### src/rtl/uart_tx_mmio_pkg.sv
// Shared constants for the memory-mapped UART transmitter: FSM states,
// register offsets and STATUS bit positions.
package uart_pkg;

  typedef logic [1:0] tx_state_t;

  localparam tx_state_t IDLE  = 2'd0;
  localparam tx_state_t START = 2'd1;
  localparam tx_state_t DATA  = 2'd2;
  localparam tx_state_t STOP  = 2'd3;

  // Register offsets, decoded from addr[3:2]
  localparam logic [1:0] TXDATA = 2'd0;
  localparam logic [1:0] STATUS = 2'd1;
  localparam logic [1:0] CTRL   = 2'd2;

  localparam int unsigned ST_BUSY    = 0;
  localparam int unsigned ST_FULL    = 1;
  localparam int unsigned ST_EMPTY   = 2;
  localparam int unsigned ST_OVF     = 3;
  localparam int unsigned ST_CNT_LSB = 4;
  localparam int unsigned ST_CNT_W   = 4;

  localparam int unsigned BAUD_W = 16;

endpackage

### src/rtl/uart_tx_mmio_sync_fifo.sv
// Circular-buffer FIFO with an explicit occupancy count; pushes when full
// and pops when empty are ignored.
module sync_fifo #(
  parameter int unsigned WIDTH = 8,
  parameter int unsigned DEPTH = 4
) (
  input  logic                     clk,
  input  logic                     reset,
  input  logic                     push,
  input  logic                     pop,
  input  logic [WIDTH-1:0]         din,
  output logic [WIDTH-1:0]         dout,
  output logic                     full,
  output logic                     empty,
  output logic [$clog2(DEPTH):0]   count
);

  localparam int unsigned PW = $clog2(DEPTH);
  localparam int unsigned CW = PW + 1;

  logic [WIDTH-1:0] mem [DEPTH];
  logic [PW-1:0]    wr_ptr;
  logic [PW-1:0]    rd_ptr;
  logic             push_ok;
  logic             pop_ok;

  assign full    = (count == CW'(DEPTH));
  assign empty   = (count == '0);
  assign push_ok = push && !full;
  assign pop_ok  = pop && !empty;
  assign dout    = mem[rd_ptr];

  always_ff @(posedge clk or posedge reset) begin
    if (reset) begin
      wr_ptr <= '0;
      rd_ptr <= '0;
      count  <= '0;
    end else begin
      if (push_ok) wr_ptr <= wr_ptr + PW'(1);
      if (pop_ok)  rd_ptr <= rd_ptr + PW'(1);
      count <= count + CW'(push_ok) - CW'(pop_ok);
    end
  end

  // Storage needs no reset; occupancy is tracked by count alone
  always_ff @(posedge clk) begin
    if (push_ok) mem[wr_ptr] <= din;
  end

endmodule

### src/rtl/uart_tx_mmio.sv
// Memory-mapped 8N1 UART transmitter: register decode, overflow tracking,
// framing FSM and baud counter around a small transmit FIFO.
module uart_tx_mmio
  import uart_pkg::*;
#(
  parameter int unsigned BAUD_DIV   = 868,
  parameter int unsigned FIFO_DEPTH = 4
) (
  input  logic        clk,
  input  logic        reset,
  input  logic        sel,
  input  logic        wr_en,
  input  logic [3:0]  addr,
  input  logic [31:0] wdata,
  output logic [31:0] rdata,
  output logic        tx,
  output logic        irq
);

  localparam int unsigned CW = $clog2(FIFO_DEPTH) + 1;
  localparam logic [BAUD_W-1:0] RELOAD = BAUD_W'(BAUD_DIV - 1);

  tx_state_t         state, state_n;
  logic [BAUD_W-1:0] cnt, cnt_n;
  logic [2:0]        bit_idx, bit_n;
  logic [7:0]        shift, shift_n;
  logic              tx_n;
  logic              pop;
  logic              overflow;

  logic              push_req;
  logic              clr_req;
  logic [7:0]        fifo_dout;
  logic              fifo_full;
  logic              fifo_empty;
  logic [CW-1:0]     fifo_count;
  logic              busy;
  logic              unused;

  assign push_req = sel && wr_en && (addr[3:2] == TXDATA);
  assign clr_req  = sel && wr_en && (addr[3:2] == CTRL) && wdata[0];
  assign unused   = ^{addr[1:0], wdata[31:8]};

  sync_fifo #(
    .WIDTH (8),
    .DEPTH (FIFO_DEPTH)
  ) u_fifo (
    .clk   (clk),
    .reset (reset),
    .push  (push_req),
    .pop   (pop),
    .din   (wdata[7:0]),
    .dout  (fifo_dout),
    .full  (fifo_full),
    .empty (fifo_empty),
    .count (fifo_count)
  );

  // Sticky overflow; a new overflow beats a same-cycle clear
  always_ff @(posedge clk or posedge reset) begin
    if (reset) begin
      overflow <= 1'b0;
    end else if (push_req && fifo_full) begin
      overflow <= 1'b1;
    end else if (clr_req) begin
      overflow <= 1'b0;
    end
  end

  always_ff @(posedge clk or posedge reset) begin
    if (reset) begin
      state   <= IDLE;
      cnt     <= '0;
      bit_idx <= '0;
      shift   <= '0;
      tx      <= 1'b1;
    end else begin
      state   <= state_n;
      cnt     <= cnt_n;
      bit_idx <= bit_n;
      shift   <= shift_n;
      tx      <= tx_n;
    end
  end

  // Next-state logic; tx is registered from the next state so it moves with the FSM
  always_comb begin
    state_n = state;
    cnt_n   = cnt;
    bit_n   = bit_idx;
    shift_n = shift;
    pop     = 1'b0;
    case (state)
      IDLE: begin
        if (!fifo_empty) begin
          pop     = 1'b1;
          shift_n = fifo_dout;
          cnt_n   = RELOAD;
          state_n = START;
        end
      end
      START: begin
        if (cnt == '0) begin
          cnt_n   = RELOAD;
          bit_n   = '0;
          state_n = DATA;
        end else begin
          cnt_n = cnt - BAUD_W'(1);
        end
      end
      DATA: begin
        if (cnt == '0) begin
          cnt_n   = RELOAD;
          shift_n = {1'b0, shift[7:1]};
          if (bit_idx == 3'd7) begin
            bit_n   = '0;
            state_n = STOP;
          end else begin
            bit_n = bit_idx + 3'd1;
          end
        end else begin
          cnt_n = cnt - BAUD_W'(1);
        end
      end
      STOP: begin
        if (cnt == '0) begin
          if (!fifo_empty) begin
            pop     = 1'b1;
            shift_n = fifo_dout;
            cnt_n   = RELOAD;
            state_n = START;
          end else begin
            cnt_n   = '0;
            state_n = IDLE;
          end
        end else begin
          cnt_n = cnt - BAUD_W'(1);
        end
      end
      default: state_n = IDLE;
    endcase

    tx_n = 1'b1;
    if (state_n == START)     tx_n = 1'b0;
    else if (state_n == DATA) tx_n = shift_n[0];
  end

  assign busy = (state != IDLE);
  assign irq  = fifo_empty && !busy;

  always_comb begin
    rdata = '0;
    if (addr[3:2] == STATUS) begin
      rdata[ST_BUSY]                   = busy;
      rdata[ST_FULL]                   = fifo_full;
      rdata[ST_EMPTY]                  = fifo_empty;
      rdata[ST_OVF]                    = overflow;
      rdata[ST_CNT_LSB +: ST_CNT_W]    = ST_CNT_W'(fifo_count);
    end
  end

endmodule
### config.mk
export PLATFORM = sky130hd
export DESIGN_NAME = uart_tx_mmio
export DESIGN_NICKNAME = d
export VERILOG_FILES = /design/src/rtl/uart_tx_mmio_pkg.sv /design/src/rtl/uart_tx_mmio_sync_fifo.sv /design/src/rtl/uart_tx_mmio.sv
export SDC_FILE = /design/constraint.sdc
export NUM_CORES = 1
export LEC_CHECK = 0
export CORE_MARGIN = 3
export CORE_UTILIZATION = 25
export CTS_BUF_LIST = sky130_fd_sc_hd__clkbuf_4 sky130_fd_sc_hd__clkbuf_8
export CTS_CLUSTER_DIAMETER = 80
export DETAILED_ROUTE_END_ITERATION = 10
export DONT_BUFFER_PORTS = 1
export PLACE_DENSITY = 0.5
export SLEW_MARGIN = 20
export SYNTH_ARGS = -nofsm -noshare
export SYNTH_HDL_FRONTEND = slang
export SYNTH_SLANG_ARGS = --single-unit
export TNS_END_PERCENT = 20
### constraint.sdc
create_clock -name clk -period 3.05 [get_ports clk]
set_input_delay 0.305 -clock clk [delete_from_list [all_inputs] [get_ports clk]]
set_output_delay 0.305 -clock clk [all_outputs]
set_load 0.005 [all_outputs]
==> results.toml <==
[power]
p_leak_nw = 1.67
peakVddDrop_mv = 0.486
power-per-cell-area_nw_per_um2 = 853

[setup_path]
rr_endpoint = "u_fifo.count[2]$_DFF_PP0_"
required_ps = 3320
ff2ff_setup_slack_ps = 220
r2r_cells = 13
end_kind = "flip-flop"
worstSetupPathType = "flip-flop to flip-flop"
arrival_ps = 3100
start_kind = "flip-flop"
r2r_start = "cnt[0]$_DFFE_PP0N_"
crit_fanout = 4

[grt]
grt_pass1_vias = 2246
grt_start_max_net_pins = 39
grt_pass1_wl_um = 11600
grt_antenna_before_repair = 0
grt_overflow = 0
track_usage_pct = 8.95

[floorplanning]
dieArea_um2 = 16200
die_w_um = 127
ios = 74
die_h_um = 127
initial_utilization_pct = 26.0
fp-row-count = 43
core_um2 = 14100

[synthesis]
yosysUniqueCellTypes = 56
synthAdderAreaFrac_pct = 5.66
synth_top_family_by_area = "simple AND/OR/NAND/NOR gates"
synth_simple_gate_area_share_pct = 14.4
syn_area_um2 = 3670
yosysWarnings = 0
ys_seq_area_share_pct = 52.2
synth_xor_area_share_pct = 3.10
synthFlopType = "dfrtp_1"
synthCells = 314
synth_compound_area_share_pct = 9.72
postSynthAreaPerCell_um2 = 11.7
async_reset_ff_share_pct = 54.3
synth_seq_cells = 70
synth-edff-count = 32
synthMuxAreaShare_pct = 6.86

[place]
gp_congestion = 0.747
numPortBuffers = 0
dp_hpwl_um = 4740

[timing]
whs_ps = -11.2
period_needed_ps = 2830
fin_crit_sh_pct = 92.8
setup_tns_ps = 0
relSlewSlack_pct = 57.1
fin_skew_ps = 11.7
rsz0062_at_grt = "false"
tightest_slew_ps = 640
final_max_slew_viol_count = 0
report.final.hold_viol_count = 11
clock.fmax_mhz = 353
finalSetupViolCount = 0

[drt]
ant_nets = 0
wl_per_cell_um = 13.5
drcViolationCount = 0
routed_via_density = 4.40
drt_iter0_drc = 85
dr.pass1.iters = 4
vias = 2243
routed_wl_um = 6860

[clocking]
htree_levels = 3
cts_buffers = 9
clkTransAtPathRegs_ps = 80
cts_setup_buffers = 0
insertion_delay_ps = 340
holdBufCountCts = 0
cts_tree = "yes"
cts.sinks = 70
root_buffer = "clkbuf_8"
clockBufferDepth = 2

[finish]
area_growth_pct = 10.4
diodes = 0
fill_cells = 1463
register_area_um2 = 1910
fin_nets = 381
multiInputGateArea_um2 = 1560
drive_above_1_share_pct = 14.8

[run_status]
violations = "hold timing"
status = "finished with violations"

[flow_run]
maxCapViolations = 0

[min_path]
worstHoldPathType = "input port to async pin"
-- cell type report --
| type | instances | share of cell area [%] |
|---|---|---|
| sequential | 70 | 47.3 |
| multi-input combinational | 220 | 38.5 |
| tap | 180 | 5.56 |
| clock buffer | 9 | 3.06 |
| inverter | 15 | 1.39 |
| timing repair buffer | 9 | 1.67 |
| clock inverter | 7 | 2.60 |
-- where the power goes --
part	total (W)	switching, W	internal (W)
sequential	0.00138	0.000195	0.00118
combinational	0.00122	0.000650	0.000568
clock	0.000858	0.000384	0.000473
-- synthesized netlist by cell type (all sizes together) (6+ instances only) --
library cell / count / area, um^2
a21oi: 16 / 87.6
nor4: 6 / 50.0
nand2: 28 / 105
buf: 29 / 223
inv: 15 / 56.3
and2: 10 / 62.6
mux4: 8 / 180
dfrtp: 37 / 926
a22o: 9 / 78.8
nor2: 22 / 82.6
edfxtp: 32 / 961
mux2i: 6 / 60.1
ha: 15 / 188
xnor2: 9 / 78.8
nor3: 7 / 46.3
o21ai: 13 / 65.1
-- state kept, by name (all words and copies together), names as in the netlist --
register,count
bit_idx,3
cnt,16
u_fifo.wr_ptr,2
shift,8
tx,1
u_fifo.count,3
state,2
overflow,1
u_fifo.mem,32
u_fifo.rd_ptr,2
-- worst max path at each step --
stage	startpoint	end	slack, ps	cells after the start
finish	cnt[0]$_DFFE_PP0N_	u_fifo.count[2]$_DFF_PP0_	220	13
global route	cnt[0]$_DFFE_PP0N_	u_fifo.count[2]$_DFF_PP0_	50	13
CTS	cnt[0]$_DFFE_PP0N_	u_fifo.count[2]$_DFF_PP0_	110	13
detailed placement	cnt[0]$_DFFE_PP0N_	u_fifo.count[2]$_DFF_PP0_	6	13
global placement	cnt[0]$_DFFE_PP0N_	u_fifo.count[2]$_DFF_PP0_	50	13
floorplan	cnt[0]$_DFFE_PP0N_	u_fifo.count[2]$_DFF_PP0_	210	14
-- routing by layer --
metal | vias to the layer above | GRT usage (%) | share of wire, %
met5 | - | 0 | 0
met4 | 0 | 2.27 | 0.52
met3 | 2 | 3.47 | 6.1
met2 | 62 | 14.8 | 48
met1 | 1086 | 11.0 | 45
li1 | 1093 | - | -
-- logic make-up (layout without fill, tap and decap cells) --
kind of cell,after synthesis,count (layout)
simple gates,98,98
flops,70,70
compound gates,53,53
buf+inv,48,40
fa+ha+maj,16,16
mux,15,15
xor+xnor,13,13
other cells,1,25
-- metrics by stage --
stage / power [W] / area (um^2) / worst slack [ps] / std cells / utilization, %
after floorplan: 0.00233 / 3760 / 210 / 338 / -
after global placement: 0.00260 / 3810 / 46.3 / 494 / 27.0
after detailed placement: 0.00262 / 3810 / 5.56 / 494 / 27.0
after CTS: 0.00350 / 4050 / 113 / 510 / 28.7
after global routing: 0.00373 / 4050 / 45.7 / 510 / 28.7
final: 0.00345 / 4050 / 220 / 510 / 28.7
-- worst max-delay path, stage by stage, from the launching register on --
cell and delay, ps:
dfrtp_1 420, inv_1 110, ha_1 180, nor4b_2 240, and4_2 310, a21oi_2 80, nor3_2 230, ha_1 280
inv_1 60, ha_1 120, inv_1 40, fa_1 370, xnor2_1 200, xnor2_1 130
-- cell usage in the layout (no fill, tap or decap), types with 3 or more instances in the layout --
master | Yosys | layout
dfrtp_1 | 37 | 37
edfxtp_1 | 32 | 32
nand2_1 | 28 | 28
conb_1 | 1 | 25
nor2_1 | 22 | 22
inv_1 | 15 | 15
ha_1 | 15 | 15
a21oi_1 | 14 | 14
o21ai_0 | 12 | 12
and2_1 | 10 | 10
xnor2_1 | 9 | 9
a22o_1 | 9 | 9
clkbuf_8 | 0 | 9
buf_4 | 26 | 9
mux4_2 | 8 | 8
mux2i_1 | 6 | 6
nor3_1 | 6 | 5
nor4_1 | 4 | 4
nand3_1 | 4 | 4
xor2_1 | 4 | 4
nand2b_1 | 3 | 3
or3_1 | 3 | 3
-- repair_timing --
item,in CTS,in global routing
endpoints found under the setup margin,1,1
gates resized for setup,1,1
pin swaps,0,1
(Power assumes the default switching activity.)
